**src/rtl/arith_pkg.sv**
```systemverilog
// Shared definitions for the arithmetic lab datapath: FSM state encoding and
// a counter-width helper used by the multiplier and divider.
package arith_pkg;

  localparam logic [1:0] ST_IDLE = 2'd0;
  localparam logic [1:0] ST_RUN  = 2'd1;
  localparam logic [1:0] ST_DONE = 2'd2;

  // Bits needed to hold values 0..value-1; elaborates to a constant.
  function automatic int clog2(input int value);
    int bits;
    int rem;
    bits = 0;
    rem  = value - 1;
    for (int i = 0; i < 32; i++) begin
      if (rem > 0) begin
        bits = bits + 1;
        rem  = rem >> 1;
      end
    end
    return bits;
  endfunction

endpackage

```
**src/rtl/mul_step.sv**
```systemverilog
// One radix-2 shift-and-add iteration on the {A, Qr} register pair.
module mul_step #(
  parameter int WIDTH = 2
) (
  input  logic [WIDTH:0]   a_in,
  input  logic [WIDTH-1:0] qr_in,
  input  logic [WIDTH-1:0] mr_in,
  output logic [WIDTH:0]   a_out,
  output logic [WIDTH-1:0] qr_out
);

  logic [WIDTH:0] sum;

  // A stays below 2^WIDTH between steps, so the WIDTH+1 bit sum never overflows.
  always_comb begin
    sum    = a_in + (qr_in[0] ? {1'b0, mr_in} : '0);
    a_out  = {1'b0, sum[WIDTH:1]};
    qr_out = {sum[0], qr_in[WIDTH-1:1]};
  end

endmodule

```
**src/rtl/seq_mul_add.sv**
```systemverilog
// Sequential unsigned multiply-add: product = multiplicand * multiplier + addend,
// one shift-and-add step per cycle, start/busy/done handshake.
//
// state   | meaning
// IDLE    | waiting for start
// RUN     | one shift-and-add step per cycle, count down from WIDTH
// DONE    | done pulse, product valid; start here chains the next operation
module seq_mul_add
  import arith_pkg::*;
#(
  parameter int WIDTH = 2
) (
  input  logic               clk,
  input  logic               rst,
  input  logic               start,
  input  logic [WIDTH-1:0]   multiplicand,
  input  logic [WIDTH-1:0]   multiplier,
  input  logic [WIDTH-1:0]   addend,
  output logic               busy,
  output logic               done,
  output logic [2*WIDTH-1:0] product
);

  localparam int CNT_W = clog2(WIDTH + 1);

  logic [1:0]         state_q, state_d;
  logic [CNT_W-1:0]   cnt_q, cnt_d;
  logic [WIDTH:0]     a_q, a_d;
  logic [WIDTH-1:0]   qr_q, qr_d;
  logic [WIDTH-1:0]   mr_q, mr_d;
  logic [2*WIDTH-1:0] product_q, product_d;

  logic [WIDTH:0]     a_nxt;
  logic [WIDTH-1:0]   qr_nxt;
  logic               load;
  logic               last_step;

  mul_step #(.WIDTH(WIDTH)) u_step (
    .a_in   (a_q),
    .qr_in  (qr_q),
    .mr_in  (mr_q),
    .a_out  (a_nxt),
    .qr_out (qr_nxt)
  );

  always_ff @(posedge clk) begin
    if (rst) begin
      state_q   <= ST_IDLE;
      cnt_q     <= '0;
      a_q       <= '0;
      qr_q      <= '0;
      mr_q      <= '0;
      product_q <= '0;
    end else begin
      state_q   <= state_d;
      cnt_q     <= cnt_d;
      a_q       <= a_d;
      qr_q      <= qr_d;
      mr_q      <= mr_d;
      product_q <= product_d;
    end
  end

  assign load      = start && ((state_q == ST_IDLE) || (state_q == ST_DONE));
  assign last_step = (state_q == ST_RUN) && (cnt_q == CNT_W'(1));

  always_comb begin
    state_d = state_q;
    case (state_q)
      ST_IDLE: if (start) state_d = ST_RUN;
      ST_RUN:  if (last_step) state_d = ST_DONE;
      ST_DONE: state_d = start ? ST_RUN : ST_IDLE;
      default: state_d = ST_IDLE;
    endcase
  end

  // The addend sits in the high half at load and shifts down WIDTH places
  // into the low half, so no separate final add is needed.
  always_comb begin
    cnt_d     = cnt_q;
    a_d       = a_q;
    qr_d      = qr_q;
    mr_d      = mr_q;
    product_d = product_q;
    if (load) begin
      a_d   = {1'b0, addend};
      qr_d  = multiplier;
      mr_d  = multiplicand;
      cnt_d = CNT_W'(WIDTH);
    end else if (state_q == ST_RUN) begin
      a_d   = a_nxt;
      qr_d  = qr_nxt;
      cnt_d = cnt_q - CNT_W'(1);
      if (last_step) product_d = {a_nxt[WIDTH-1:0], qr_nxt};
    end
  end

  always_comb begin
    busy    = (state_q == ST_RUN);
    done    = (state_q == ST_DONE);
    product = product_q;
  end

endmodule

```
**config.mk**
```make
export PLATFORM = sky130hd
export DESIGN_NAME = seq_mul_add
export DESIGN_NICKNAME = d
export VERILOG_FILES = /design/src/rtl/arith_pkg.sv /design/src/rtl/mul_step.sv /design/src/rtl/seq_mul_add.sv
export SDC_FILE = /design/constraint.sdc
export NUM_CORES = 1
export LEC_CHECK = 0
export ABC_AREA = 1
export BUFFER_PORTS_ARGS = -buffer_cell sky130_fd_sc_hd__buf_4
export CAP_MARGIN = 0
export CORE_UTILIZATION = 30
export CTS_CLUSTER_DIAMETER = 60
export CTS_CLUSTER_SIZE = 14
export DETAILED_ROUTE_END_ITERATION = 6
export PLACE_DENSITY = 0.6
export SETUP_SLACK_MARGIN = 0.3
export SLEW_MARGIN = 20
export SYNTH_ARGS = -nofsm -noshare
export SYNTH_HDL_FRONTEND = slang
export SYNTH_SLANG_ARGS = --single-unit
```
**constraint.sdc**
```tcl
create_clock -name clk -period 3.19 [get_ports clk]
set_clock_uncertainty 0.05 [all_clocks]
set_input_delay 0.1595 -clock clk [delete_from_list [all_inputs] [get_ports clk]]
set_output_delay 0.1595 -clock clk [all_outputs]
set_load 0.05 [all_outputs]
```
==> results.sh <==
export IMPL_die_height_um=48.5
export IMPL_grt_pass1_wl_mm=2.14
export IMPL_fin_nets=116
export IMPL_cp_startpoint="qr_q[0]$_SDFFE_PP0P_"
export IMPL_rows=16
export IMPL_detailedRoute_firstPassIterationCount=4
export IMPL_power_per_cell_area_mw_per_mm2=468
export IMPL_gp_congestion=0.769
export IMPL_fill_cells=219
export IMPL_crit_arrival_ps=1670
export IMPL_worstSetupPathType="reg2reg"
export IMPL_global_route_usage_met2_pct=18.1
export IMPL_place_hpwl_um=950
export IMPL_cts_hold_fix_buffers=0
export IMPL_place_area_um2=772
export IMPL_yosysUniqueCellTypes=15
export IMPL_synth_cell_area_um2=648
export IMPL_average_wire_per_cell_in_the_routed_design_um=9.53
export IMPL_hold_path_class="in2reg"
export IMPL_drc=0
export IMPL_synth_sequential_area_ratio_pct=43.2
export IMPL_critical_path_fanouts_max=3
export IMPL_whs_endpoint="a_q[0]$_SDFFE_PP0P_"
export IMPL_hold_violations=0
export IMPL_vias_in_the_first_global_route=524
export IMPL_synthDominantCellAreaShare_pct=43.2
export IMPL_cell_count_after_placement=126
export IMPL_synth_top_cells_by_area="sky130_fd_sc_hd__dfxtp_1 (43%), sky130_fd_sc_hd__nand3_1 (12%), sky130_fd_sc_hd__nand2_1 (8.7%)"
export IMPL_yosysMostFrequentCell="sky130_fd_sc_hd__nand3_1"
export IMPL_worstMarginPinSlew_ps=310
export IMPL_ys_warnings_count=0
export IMPL_synth_ff_type="sky130_fd_sc_hd__dfxtp_1"
export IMPL_cts_max_level=1
export IMPL_worst_r2r_setup_slack_ps=1680
export IMPL_post_route_cells_drive_above_1_share_pct=20.4
export IMPL_ys_top_cells_by_count="sky130_fd_sc_hd__nand3_1 (16), sky130_fd_sc_hd__nand2_1 (15), sky130_fd_sc_hd__dfxtp_1 (14), sky130_fd_sc_hd__inv_1 (13), sky130_fd_sc_hd__nor2_1 (10)"
export IMPL_ys_seq_elements=14
export IMPL_per_instance_average_area_after_synthesis_um2=7.45
export IMPL_grt_setup_unrepaired="no"
export IMPL_fmaxAchievable_mhz=661
export IMPL_slew_viol_final=0
export IMPL_power_leakage_nw=0.415
export IMPL_fin_util_pct=40.4
export IMPL_setup_worst_path_start_class="flop"
export IMPL_slew_limit_headroom_pct=79.3
export IMPL_vias=572
export IMPL_drtAntennaViolNets=0
export IMPL_final_setup_tns_ps=0
export IMPL_post_cts_setup_buffer_count=0
export IMPL_buffer_ports_inserted=14
export IMPL_stdcell_count=130
export IMPL_global_route_peak_usage_layer="met2"
export IMPL_edff_count_synth=0
export IMPL_cts_resized_gates=0
export IMPL_final_design_area_excluding_fillers_um2=808
export IMPL_post_synth_inst_count=87
export IMPL_die_ar_mm2=0.00235
export IMPL_timing_hold_worst_path_depth=2
export IMPL_grt_total_ovfl=0
export IMPL_die_w_um=48.5
export IMPL_drt_iter0_markers=14
export IMPL_final_period_minus_worst_setup_slack_ps=1510
export IMPL_grt_max_degree=13
export IMPL_number_of_antenna_violations_at_the_first_check_in_global_routing=0
export IMPL_diodes=0
export IMPL_global_route_usage_total_pct=12.0
export IMPL_vdd_drop_max_mv=0.177
export IMPL_numCtsBuffers=3
export IMPL_status="finished, final reports clean"
export IMPL_timing_critical_path_required_ps=3350
export IMPL_clock_insertion_delay_worst_skew_ps=270
export IMPL_synth_largest_area_cell="sky130_fd_sc_hd__dfxtp_1"
export IMPL_share_of_flip_flops_with_an_asynchronous_set_or_reset_pct=0
export IMPL_fin_crit_sh_pct=47.4
export IMPL_io_pins=15
export IMPL_tritoncts_clock_tree="built"
export IMPL_route_detailed_vias_per_inst=4.40
export IMPL_worst_r2r_src="qr_q[0]$_SDFFE_PP0P_"
export IMPL_initial_core_util_pct=32.4
export IMPL_grt_util_met3_pct=2.52
export IMPL_max_clock_path_buffers=2
export IMPL_syn_nets=99
export IMPL_clk_pin_slew_worst_paths_ps=80
export IMPL_core_region_area_mm2=0.00200
export IMPL_routed_wirelength_mm=1.24
export IMPL_drv_max_cap_violation_count=0
export IMPL_ff2ff_path_depth=8
export IMPL_grt_met1_usage_pct=15.1
export IMPL_layout_area_seq_um2=280
export IMPL_report_final_setup_viol=0
export IMPL_multi_input_comb_area_um2=300
export IMPL_areaGrowthSynthToFinish_pct=24.7
export IMPL_cts_root_buffer_cell="sky130_fd_sc_hd__clkbuf_4"
export IMPL_hold_start="rst"
export IMPL_regToRegEndpoint="a_q[0]$_SDFFE_PP0P_"
export IMPL_clkSinkCount=14
export IMPL_crit_path_end_kind="flop"
through the flow:
step,hold slack (ps),setup slack [ps],total power [mW]
2_1_floorplan,179,1770,0.242
3_3_place_gp,297,1730,0.259
3_5_place_dp,298,1710,0.261
4_1_cts,0.277,1670,0.385
5_1_grt,1.90,1550,0.406
6_report,13.1,1680,0.378
registers in the layout, summed over array words and instances, names as in the netlist:
register / cells
cnt_q: 2
a_q: 2
qr_q: 2
mr_q: 2
product: 4
state_q: 2
per-layer routing:
metal	wire length, um	share of wire (%)
met5	0	0
met4	17	1.4
met3	81	6.5
met2	522	42
met1	617	50
worst max-delay path by stage:
stage	to	slack, ps
detailed placement	a_q[0]$_SDFFE_PP0P_	1710
global placement	a_q[0]$_SDFFE_PP0P_	1730
CTS	a_q[0]$_SDFFE_PP0P_	1670
floorplan	a_q[0]$_SDFFE_PP0P_	1770
global route	a_q[0]$_SDFFE_PP0P_	1550
finish	a_q[0]$_SDFFE_PP0P_	1680
power by group:
group | switching [mW] | internal [mW]
sequential | 0.00780 | 0.186
clock | 0.0527 | 0.0693
combinational | 0.0381 | 0.0245
cells by family after synthesis:
logic type,share of synthesized area (%)
adder cells (fa/ha/maj),6.95
AO/OA/AOI/OAI,7.72
buffers and inverters,10.4
XOR/XNOR,1.35
AND/OR/NAND/NOR,30.3
flip-flops,43.2
worst max-delay path, cell delays in order, from the launching register on:
cell,delay (ps)
sky130_fd_sc_hd__dfxtp_1,330
sky130_fd_sc_hd__nand2_1,70
sky130_fd_sc_hd__inv_1,40
sky130_fd_sc_hd__ha_1,180
sky130_fd_sc_hd__fa_1,500
sky130_fd_sc_hd__nand3_1,80
sky130_fd_sc_hd__nand2_1,70
sky130_fd_sc_hd__inv_1,40
sky130_fd_sc_hd__a21oi_1,100
layout by cell type, fill, tap and decap left out, drive strengths merged:
cell    instances
ha              2
clkbuf          4
a21oi           5
buf            14
inv            14
xor2            1
dfxtp          14
fa              1
o21ai           5
nor2           11
nand3          16
nand2          16
area by class of cell:
| type | instances | area share, % |
|---|---|---|
| Clock buffer | 4 | 4.49 |
| Inverter | 14 | 6.50 |
| Multi-Input combinational cell | 57 | 37.2 |
| Sequential cell | 14 | 34.7 |
| Tap cell | 27 | 4.18 |
| Timing Repair Buffer | 14 | 13.0 |
Power figures use the tool's default switching activity.
